$ cat src/rtl/uart_rx_deser.sv
// UART receive deserializer: 2-flop line synchronizer, NCO-based 16x oversampling,
// start/data/parity/stop framing, valid/ready byte output, error and break flags.
module uart_rx_deser #(
  parameter int NcoWidth   = 16,
  parameter int BreakTicks = 320
) (
  input  logic                clk_i,
  input  logic                rst_ni,
  input  logic                rx_enable_i,
  input  logic [NcoWidth-1:0] nco_i,
  input  logic                parity_enable_i,
  input  logic                parity_odd_i,
  input  logic                rx_i,
  output logic [7:0]          rx_data_o,
  output logic                rx_valid_o,
  input  logic                rx_ready_i,
  output logic                frame_err_o,
  output logic                parity_err_o,
  output logic                overflow_o,
  output logic                break_o,
  output logic                idle_o
);

  localparam int BrkW = $clog2(BreakTicks + 1);

  typedef enum logic [2:0] {
    ST_IDLE   = 3'd0,
    ST_START  = 3'd1,
    ST_DATA   = 3'd2,
    ST_PARITY = 3'd3,
    ST_STOP   = 3'd4
  } state_e;

  function automatic logic parity_mismatch(input logic [7:0] data,
                                           input logic       par_bit,
                                           input logic       odd);
    return ((^data) ^ par_bit) != odd;
  endfunction

  logic                rx_meta_q, rx_s_q;
  logic [NcoWidth-1:0] acc_q, acc_d;
  logic [NcoWidth:0]   nco_sum_s;
  logic                tick_s;
  state_e              state_q, state_d;
  logic [3:0]          cnt_q, cnt_d;
  logic [2:0]          bit_idx_q, bit_idx_d;
  logic [7:0]          shift_q, shift_d;
  logic                par_err_q, par_err_d;
  logic [BrkW-1:0]     brk_cnt_q, brk_cnt_d;
  logic [7:0]          rx_data_q, rx_data_d;
  logic                rx_valid_q, rx_valid_d;
  logic                frame_err_q, frame_err_d;
  logic                parity_err_q, parity_err_d;
  logic                overflow_q, overflow_d;
  logic                break_q, break_d;
  logic                idle_q, idle_d;
  logic                mid_s, push_s, pop_s;

  // NCO: the carry out of the accumulator is the oversample tick.
  always_comb begin
    nco_sum_s = {1'b0, acc_q} + {1'b0, nco_i};
    if (rx_enable_i) begin
      acc_d  = nco_sum_s[NcoWidth-1:0];
      tick_s = nco_sum_s[NcoWidth];
    end else begin
      acc_d  = '0;
      tick_s = 1'b0;
    end
  end

  // Frame sequencing; every state change happens on a tick.
  always_comb begin
    state_d      = state_q;
    cnt_d        = cnt_q;
    bit_idx_d    = bit_idx_q;
    shift_d      = shift_q;
    par_err_d    = par_err_q;
    push_s       = 1'b0;
    frame_err_d  = 1'b0;
    parity_err_d = 1'b0;
    mid_s        = (cnt_q == 4'd7);
    if (!rx_enable_i) begin
      state_d   = ST_IDLE;
      cnt_d     = 4'd0;
      bit_idx_d = 3'd0;
      par_err_d = 1'b0;
    end else if (tick_s) begin
      cnt_d = cnt_q + 4'd1;
      case (state_q)
        ST_IDLE: begin
          cnt_d = 4'd0;
          if (!rx_s_q) begin
            state_d   = ST_START;
            bit_idx_d = 3'd0;
            par_err_d = 1'b0;
          end else begin
            state_d = ST_IDLE;
          end
        end
        ST_START: begin
          if (mid_s && rx_s_q) begin
            state_d = ST_IDLE;
            cnt_d   = 4'd0;
          end else if (cnt_q == 4'd15) begin
            state_d = ST_DATA;
          end else begin
            state_d = ST_START;
          end
        end
        ST_DATA: begin
          if (mid_s) begin
            shift_d = {rx_s_q, shift_q[7:1]};
          end else begin
            shift_d = shift_q;
          end
          if (cnt_q == 4'd15) begin
            if (bit_idx_q == 3'd7) begin
              state_d = parity_enable_i ? ST_PARITY : ST_STOP;
            end else begin
              bit_idx_d = bit_idx_q + 3'd1;
            end
          end else begin
            bit_idx_d = bit_idx_q;
          end
        end
        ST_PARITY: begin
          if (mid_s) begin
            par_err_d = parity_mismatch(shift_q, rx_s_q, parity_odd_i);
          end else begin
            par_err_d = par_err_q;
          end
          if (cnt_q == 4'd15) begin
            state_d = ST_STOP;
          end else begin
            state_d = ST_PARITY;
          end
        end
        ST_STOP: begin
          // Leave at mid-stop so the next start edge can be caught early.
          if (mid_s) begin
            state_d = ST_IDLE;
            cnt_d   = 4'd0;
            if (!rx_s_q) begin
              frame_err_d = 1'b1;
            end else begin
              push_s       = 1'b1;
              parity_err_d = par_err_q;
            end
          end else begin
            state_d = ST_STOP;
          end
        end
        default: begin
          state_d = ST_IDLE;
          cnt_d   = 4'd0;
        end
      endcase
    end else begin
      state_d = state_q;
    end
  end

  // Single-entry output buffer with overflow detection.
  always_comb begin
    pop_s      = rx_valid_q & rx_ready_i;
    rx_data_d  = rx_data_q;
    rx_valid_d = rx_valid_q;
    overflow_d = 1'b0;
    if (push_s && rx_valid_q && !pop_s) begin
      overflow_d = 1'b1;
    end else if (push_s) begin
      rx_data_d  = shift_q;
      rx_valid_d = 1'b1;
    end else if (pop_s) begin
      rx_valid_d = 1'b0;
    end else begin
      rx_valid_d = rx_valid_q;
    end
  end

  // Break detection; looks one sync stage ahead so break drops as rx_s rises.
  always_comb begin
    if (!rx_enable_i || rx_s_q) begin
      brk_cnt_d = '0;
    end else if (tick_s && (brk_cnt_q != BrkW'(BreakTicks))) begin
      brk_cnt_d = brk_cnt_q + BrkW'(1);
    end else begin
      brk_cnt_d = brk_cnt_q;
    end
    break_d = (brk_cnt_d >= BrkW'(BreakTicks)) && !rx_meta_q;
    idle_d  = (state_d == ST_IDLE) && rx_meta_q;
  end

  // State and registered outputs.
  always_ff @(posedge clk_i or negedge rst_ni) begin
    if (!rst_ni) begin
      rx_meta_q    <= 1'b1;
      rx_s_q       <= 1'b1;
      acc_q        <= '0;
      state_q      <= ST_IDLE;
      cnt_q        <= 4'd0;
      bit_idx_q    <= 3'd0;
      shift_q      <= 8'd0;
      par_err_q    <= 1'b0;
      brk_cnt_q    <= '0;
      rx_data_q    <= 8'd0;
      rx_valid_q   <= 1'b0;
      frame_err_q  <= 1'b0;
      parity_err_q <= 1'b0;
      overflow_q   <= 1'b0;
      break_q      <= 1'b0;
      idle_q       <= 1'b1;
    end else begin
      rx_meta_q    <= rx_i;
      rx_s_q       <= rx_meta_q;
      acc_q        <= acc_d;
      state_q      <= state_d;
      cnt_q        <= cnt_d;
      bit_idx_q    <= bit_idx_d;
      shift_q      <= shift_d;
      par_err_q    <= par_err_d;
      brk_cnt_q    <= brk_cnt_d;
      rx_data_q    <= rx_data_d;
      rx_valid_q   <= rx_valid_d;
      frame_err_q  <= frame_err_d;
      parity_err_q <= parity_err_d;
      overflow_q   <= overflow_d;
      break_q      <= break_d;
      idle_q       <= idle_d;
    end
  end

  assign rx_data_o    = rx_data_q;
  assign rx_valid_o   = rx_valid_q;
  assign frame_err_o  = frame_err_q;
  assign parity_err_o = parity_err_q;
  assign overflow_o   = overflow_q;
  assign break_o      = break_q;
  assign idle_o       = idle_q;

endmodule

$ cat config.mk
export PLATFORM = sky130hd
export DESIGN_NAME = uart_rx_deser
export DESIGN_NICKNAME = d
export VERILOG_FILES = /design/src/rtl/uart_rx_deser.sv
export SDC_FILE = /design/constraint.sdc
export NUM_CORES = 1
export LEC_CHECK = 0
export CORE_MARGIN = 4
export CORE_UTILIZATION = 57
export DETAILED_ROUTE_END_ITERATION = 6
export DONT_BUFFER_PORTS = 1
export GPL_ROUTABILITY_DRIVEN = 0
export HOLD_SLACK_MARGIN = 0.15
export PLACE_DENSITY = 0.73
export SKIP_CTS_REPAIR_TIMING = 1
export SLEW_MARGIN = 10
export SYNTH_ARGS = -nofsm -noshare
export SYNTH_HDL_FRONTEND = slang
export SYNTH_SLANG_ARGS = --single-unit
$ cat constraint.sdc
create_clock -name clk_i -period 2.85 [get_ports clk_i]
set_input_delay 0 -clock clk_i [delete_from_list [all_inputs] [get_ports clk_i]]
set_output_delay 0 -clock clk_i [all_outputs]
set_load 0.005 [all_outputs]
## After elaboration in Yosys (flattened, before gate mapping)

Index checks and enable logic that the tools add are counted.

| word-level totals | value |
|---|---|
| register bits after elaboration | 60 |
| output and inout bits | 14 |

| operators by class | value |
|---|---|
| reduce and logical (&&, ||, !) cells | 20 |
| multiplexer cells | 48 |
| $add $sub $neg | 4 |
| magnitude comparators | 1 |
| eq/ne operators | 16 |
| bitwise logic cells | 3 |

Operators with widths:

| kind | number |
|---|---|
| 3-bit 2-to-1 mux | 12 |
| 1-bit 2-to-1 mux | 23 |
| 9-bit 2-to-1 mux | 2 |
| 16-bit by 16-bit adder with 17-bit output | 1 |
| 16-bit 2-to-1 mux | 1 |
| 4-bit 2-to-1 mux | 4 |
| 3-bit one-hot mux with 5 select lines | 1 |
| 3-bit != test, second input constant | 4 |
| 4-bit one-hot mux with 3 select lines | 1 |
| 9-bit by 1-bit adder with 9-bit output, second input constant | 1 |
| 9-bit greater-or-equal comparator, second input constant | 1 |
| 9-bit != test, second input constant | 1 |
| 8-bit parity | 1 |
| 3-bit by 2-bit equality test with 1-bit output, second input constant | 2 |
| 3-bit equality test, second input constant | 2 |
| 1-bit logical AND | 6 |
| 3-bit logical NOT | 2 |
| 3-bit by 1-bit != test with 1-bit output, second input constant | 2 |
| 3-bit one-hot mux with 2 select lines | 1 |
| 5-bit AND reduction | 1 |
| 4-bit by 1-bit adder with 4-bit output, second input constant | 1 |
| 4-bit by 3-bit equality test with 1-bit output, second input constant | 1 |
| 4-bit equality test, second input constant | 1 |
| 2-bit 2-to-1 mux | 2 |
| other kinds (15) | 18 |

## Longest topological paths before layout

| logic depth | value |
|---|---|
| depth in word-level cells | 9 |
| gate-level depth with buffers | 12 |
| gate-level depth less buffers | 10 |

## Worst setup path before layout

OpenSTA, ideal clock, no wires.

| timing | value |
|---|---|
| path type | register to register |
| start point | reg acc_q[0] |
| end point | reg shift_q[0] |
| slack | 98 ps |
| stages on the path, launching flop included | 12 |
| data required time | 2725 ps |
| arrival time | 2627 ps |
| clock period less this slack | 2752 ps |
| library setup time | 125 ps |
| path through | dfrtp_1 -> ha_1 -> inv_1 -> fa_1 -> and2b_1 -> o31a_2 -> o2111ai_2 -> a21o_1 -> buf_6 -> or2_4 -> nor3_4 -> mux2_2 |

| on the way | value |
|---|---|
| word-level cells in the longest chain between the ends | 3 |

Ends and longest elaborated chain:

| what | line | source |
|---|---|---|
| from (decl) | 41 | `logic [NcoWidth-1:0] acc_q, acc_d;` |
| from (signal assigned) | 199 | `acc_q <= '0;` |
| from (signal assigned) | 216 | `acc_q <= acc_d;` |
| 16-bit by 16-bit adder with 17-bit output | 61 | `nco_sum_s = {1'b0, acc_q} + {1'b0, nco_i};` |
| 1-bit 2-to-1 mux | 62 | `if (rx_enable_i) begin` |
| 4-bit AND reduction (no line) | - |  |
| to (signal assigned) | 220 | `shift_q <= shift_d;` |
| to (decl) | 47 | `logic [7:0] shift_q, shift_d;` |

Every way passes these cells.
A chain may end at the register's enable or synchronous reset.

## Worst setup path in the final report

| timing | value |
|---|---|
| start point | reg acc_q[0] |
| end point | reg break_q (netlist: break_o) |

| on the way | value |
|---|---|
| word-level cells in the longest chain between the ends | 7 |

Ends and longest elaborated chain:

| what | line | source |
|---|---|---|
| 16-bit by 16-bit adder with 17-bit output | 61 |  |
| 1-bit 2-to-1 mux | 62 |  |
| 1-bit logical AND | 185 | `end else if (tick_s && (brk_cnt_q != BrkW'(BreakTicks))) begin` |
| 9-bit 2-to-1 mux | 185 |  |
| 9-bit 2-to-1 mux | 183 | `if (!rx_enable_i \|\| rx_s_q) begin` |
| 9-bit greater-or-equal comparator | 190 | `break_d = (brk_cnt_d >= BrkW'(BreakTicks)) && !rx_meta_q;` |
| 1-bit logical AND | 190 |  |
| via break_d | 55 | `logic break_q, break_d;` |
| to (signal assigned) | 228 | `break_q <= break_d;` |
| to (decl) | 55 |  |

The timed path passes the listed nets, and every way through them passes these cells.

==> impl_metrics.yaml <==
clock_network:
  htreeDepth: 3
  cts_buffers: 9
  clkSlewWorstSetupHoldPaths_ns: 0.07
  cts_sinks: 60
  clk_latency_ns: 0.34
  clockBufferDepth: 2
  cts_tree: "yes"
  clock-root-buffer: "clkbuf_8"
power:
  leakagePower_uw: 0.00186
  p_clk_frac: 0.325
  swShare: 0.317
  powerDensity_nw_per_um2: 721
  pwr-share-seq: 0.337
  power_uw: 2950
  power.switching_uw: 934
  vdd_drop_max_v: 0.000390
  internal_power_uw: 2010
  combPwrFrac: 0.337
grt:
  antenna_found_initial: 0
  grtUsageMet2: 0.311
  met1_usage: 0.261
  grt_pass1_vias: 2520
  met3_usage: 0.0379
  overflow: 0
  grt_start_max_net_pins: 61
  grt_use_total: 0.198
  grt.busiest_layer: "met2"
  grt_pass1_wl_um: 11500
yosys:
  ys_ff_latch: 60
  ys_types: 52
  synthTopCellsByArea: "dfrtp_1 42%, ha_1 7.8%, mux2_2 5.3%, xnor2_1 4.1%, nor2_1 3.9%"
  ys_seq_area_frac: 0.445
  synth_ff_type: "dfrtp_1"
  synth.cell_area_um2: 3380
  async_flop_share: 1.00
  avgSynthCellArea_um2: 9.92
  synth_top_area_frac: 0.422
  synth-edff-count: 0
  syn-num-nets: 386
  ys.warnings.count: 0
  synth_top_area_cell: "dfrtp_1"
  synth_cells: 341
setup_path:
  arrival_ns: 3.05
  timing.rr.end: "break_o$_DFF_PN0_"
  rrSetupSlack_ns: 0.02
  cp.required_ns: 3.07
  critPathKind: "reg2reg"
  crit_fanout: 5
  start_kind: "flop"
  r2r_start: "acc_q[0]$_DFF_PN0_"
  rr_worst_depth: 11
  end_kind: "flop"
cells_and_area:
  nFillCells: 427
  diodes: 0
  fin_cells: 454
  areaGrowthSynthToFinish_pct: 20.8
  final_nets: 422
  final_layout_size_suffix_gt1_frac: 0.141
  finish.utilization: 0.724
sta:
  finClkSkew_ns: 0.00830
  layout_worst_path_cycle_share: 0.993
  finalSetupViolCount: 0
  fin_crit_ns: 2.83
  max_freq_ghz: 0.354
  relSlewSlack: 0.504
  holdWs_ns: -0.210
  hold_viol_final: 7
  grt_setup_unrepaired: "true"
  final_max_slew_viol_count: 0
  worst_pin_slew_ns: 0.743
status:
  violations: "hold timing"
  status: "finished with violations"
placement:
  portBuffers: 0
  dp.cells: 409
  dpl.hpwl_um: 4730
die:
  fp.dieW_um: 85.0
  start_util: 0.600
  die_y_um: 85.0
  dieArea_um2: 7230
  core_area_um2: 5640
  core.rowCount: 27
  io_pins: 37
min_path:
  whs_path_depth: 2
  hp-start: "rx_enable_i"
  hp-class: "in2reg"
  whs_endpoint: "cnt_q[1]$_DFFE_PN0P_"
drt:
  drt_wl_total_um: 7200
  ant_nets: 0
  drtIter0Drc: 175
  wire_per_inst_um: 15.9
  avgViaCountPerCell: 5.74
  drt-pass1-iter-count: 4
  vias: 2607
  drc: 0
run:
  cap_violations: 0
==> worst max-delay path: stages (launching register included) <==
cell and delay (ns):
dfrtp_1 0.34, ha_2 0.18, inv_1 0.05, fa_1 0.38, and2b_2 0.26, o31a_4 0.17, o2111ai_2 0.14, buf_4 0.17
a211oi_4 0.33, nand4_1 0.19, xor2_1 0.20, a2111oi_2 0.31
==> kinds of logic (layout without fill, tap and decap cells) <==
kind of cell | after synthesis | count (layout) | synth area share
buf+inv | 22 | 63 | 0.0266
xor+xnor | 25 | 25 | 0.0647
flops | 60 | 60 | 0.445
fa+ha+maj | 22 | 22 | 0.0836
mux | 18 | 18 | 0.0592
simple gates | 126 | 126 | 0.188
compound gates | 68 | 68 | 0.133
==> final cells by class <==
cell class	instances	area, um2	share of cell area
clock buffer	12	155	0.0380
clock inverter	4	95.1	0.0233
inverter	11	41.3	0.0101
multi-input combinational	259	1820	0.446
sequential	60	1510	0.368
tap	72	90.1	0.0220
timing repair buffer	36	377	0.0922
==> power by group through the flow <==
stage	Clock, uW	Sequential, uW	Combinational [uW]
after floorplan	0	986	707
after global placement	0	1010	832
after detailed placement	0	1010	851
after CTS	974	994	857
after global routing	1020	1000	1110
final	959	994	995
==> routing by layer <==
metal  wire (um)  up-vias
met2        3390       66
li1            -     1286
met1        3370     1239
met4         157        0
met3         285       16
met5           0        -
==> stage by stage <==
stage | hold WS [ns] | area, um2 | setup slack, ns | setup TNS [ns]
floorplan | -0.296 | 3380 | 0.0984 | 0
CTS | -0.664 | 3740 | -0.0359 | -0.0359
global placement | -0.294 | 3490 | 0.170 | 0
global route | -0.194 | 4090 | -0.0961 | -0.137
detailed placement | -0.294 | 3490 | 0.0436 | 0
finish | -0.210 | 4090 | 0.0212 | 0
==> registers in the layout, indices dropped and copies added, names as in the netlist <==
| register | flops |
|---|---|
| par_err_q | 1 |
| break_o | 1 |
| acc_q | 16 |
| rx_s_q | 1 |
| state_q | 3 |
| brk_cnt_q | 9 |
| cnt_q | 4 |
| parity_err_o | 1 |
| frame_err_o | 1 |
| rx_valid_o | 1 |
| shift_q | 8 |
| rx_data_o | 8 |
| bit_idx_q | 3 |
| idle_o | 1 |
| rx_meta_q | 1 |
| overflow_o | 1 |
==> worst max path at each step <==
stage / from / endpoint / slack (ns) / cells past startpoint
finish: acc_q[0]$_DFF_PN0_ / break_o$_DFF_PN0_ / 0.02 / 11
global route: acc_q[0]$_DFF_PN0_ / break_o$_DFF_PN0_ / -0.1 / 11
CTS: acc_q[0]$_DFF_PN0_ / break_o$_DFF_PN0_ / -0.04 / 11
detailed placement: acc_q[0]$_DFF_PN0_ / break_o$_DFF_PN0_ / 0.04 / 11
global placement: acc_q[0]$_DFF_PN0_ / break_o$_DFF_PN0_ / 0.17 / 11
floorplan: acc_q[0]$_DFF_PN0_ / shift_q[0]$_DFFE_PN0P_ / 0.1 / 11
==> cell usage after synthesis, types with 7 or more instances <==
cell      instances
inv_1            11
xor2_1            9
nor2_1           35
xnor2_1          16
nand2_1          27
o21ai_0          18
and3_1            8
ha_1             21
dfrtp_1          57
nand4_1           9
mux2_2           16
a21oi_1          18
nor3_1            7
clkbuf_1          9
nand3_1          13
==> layout by cell type (no fill, tap or decap), drive strengths merged, types with 9 or more instances in the layout <==
cell type and instances:
ha 21, nand2 27, dlygate4sd3 28, inv 11, o21ai 18, xor2 9, nand4 9, dfrtp 57
xnor2 16, nor2 35, a21oi 18, mux2 16, clkbuf 12, nand3 13
No activity file was read; power rests on OpenSTA's default activity.
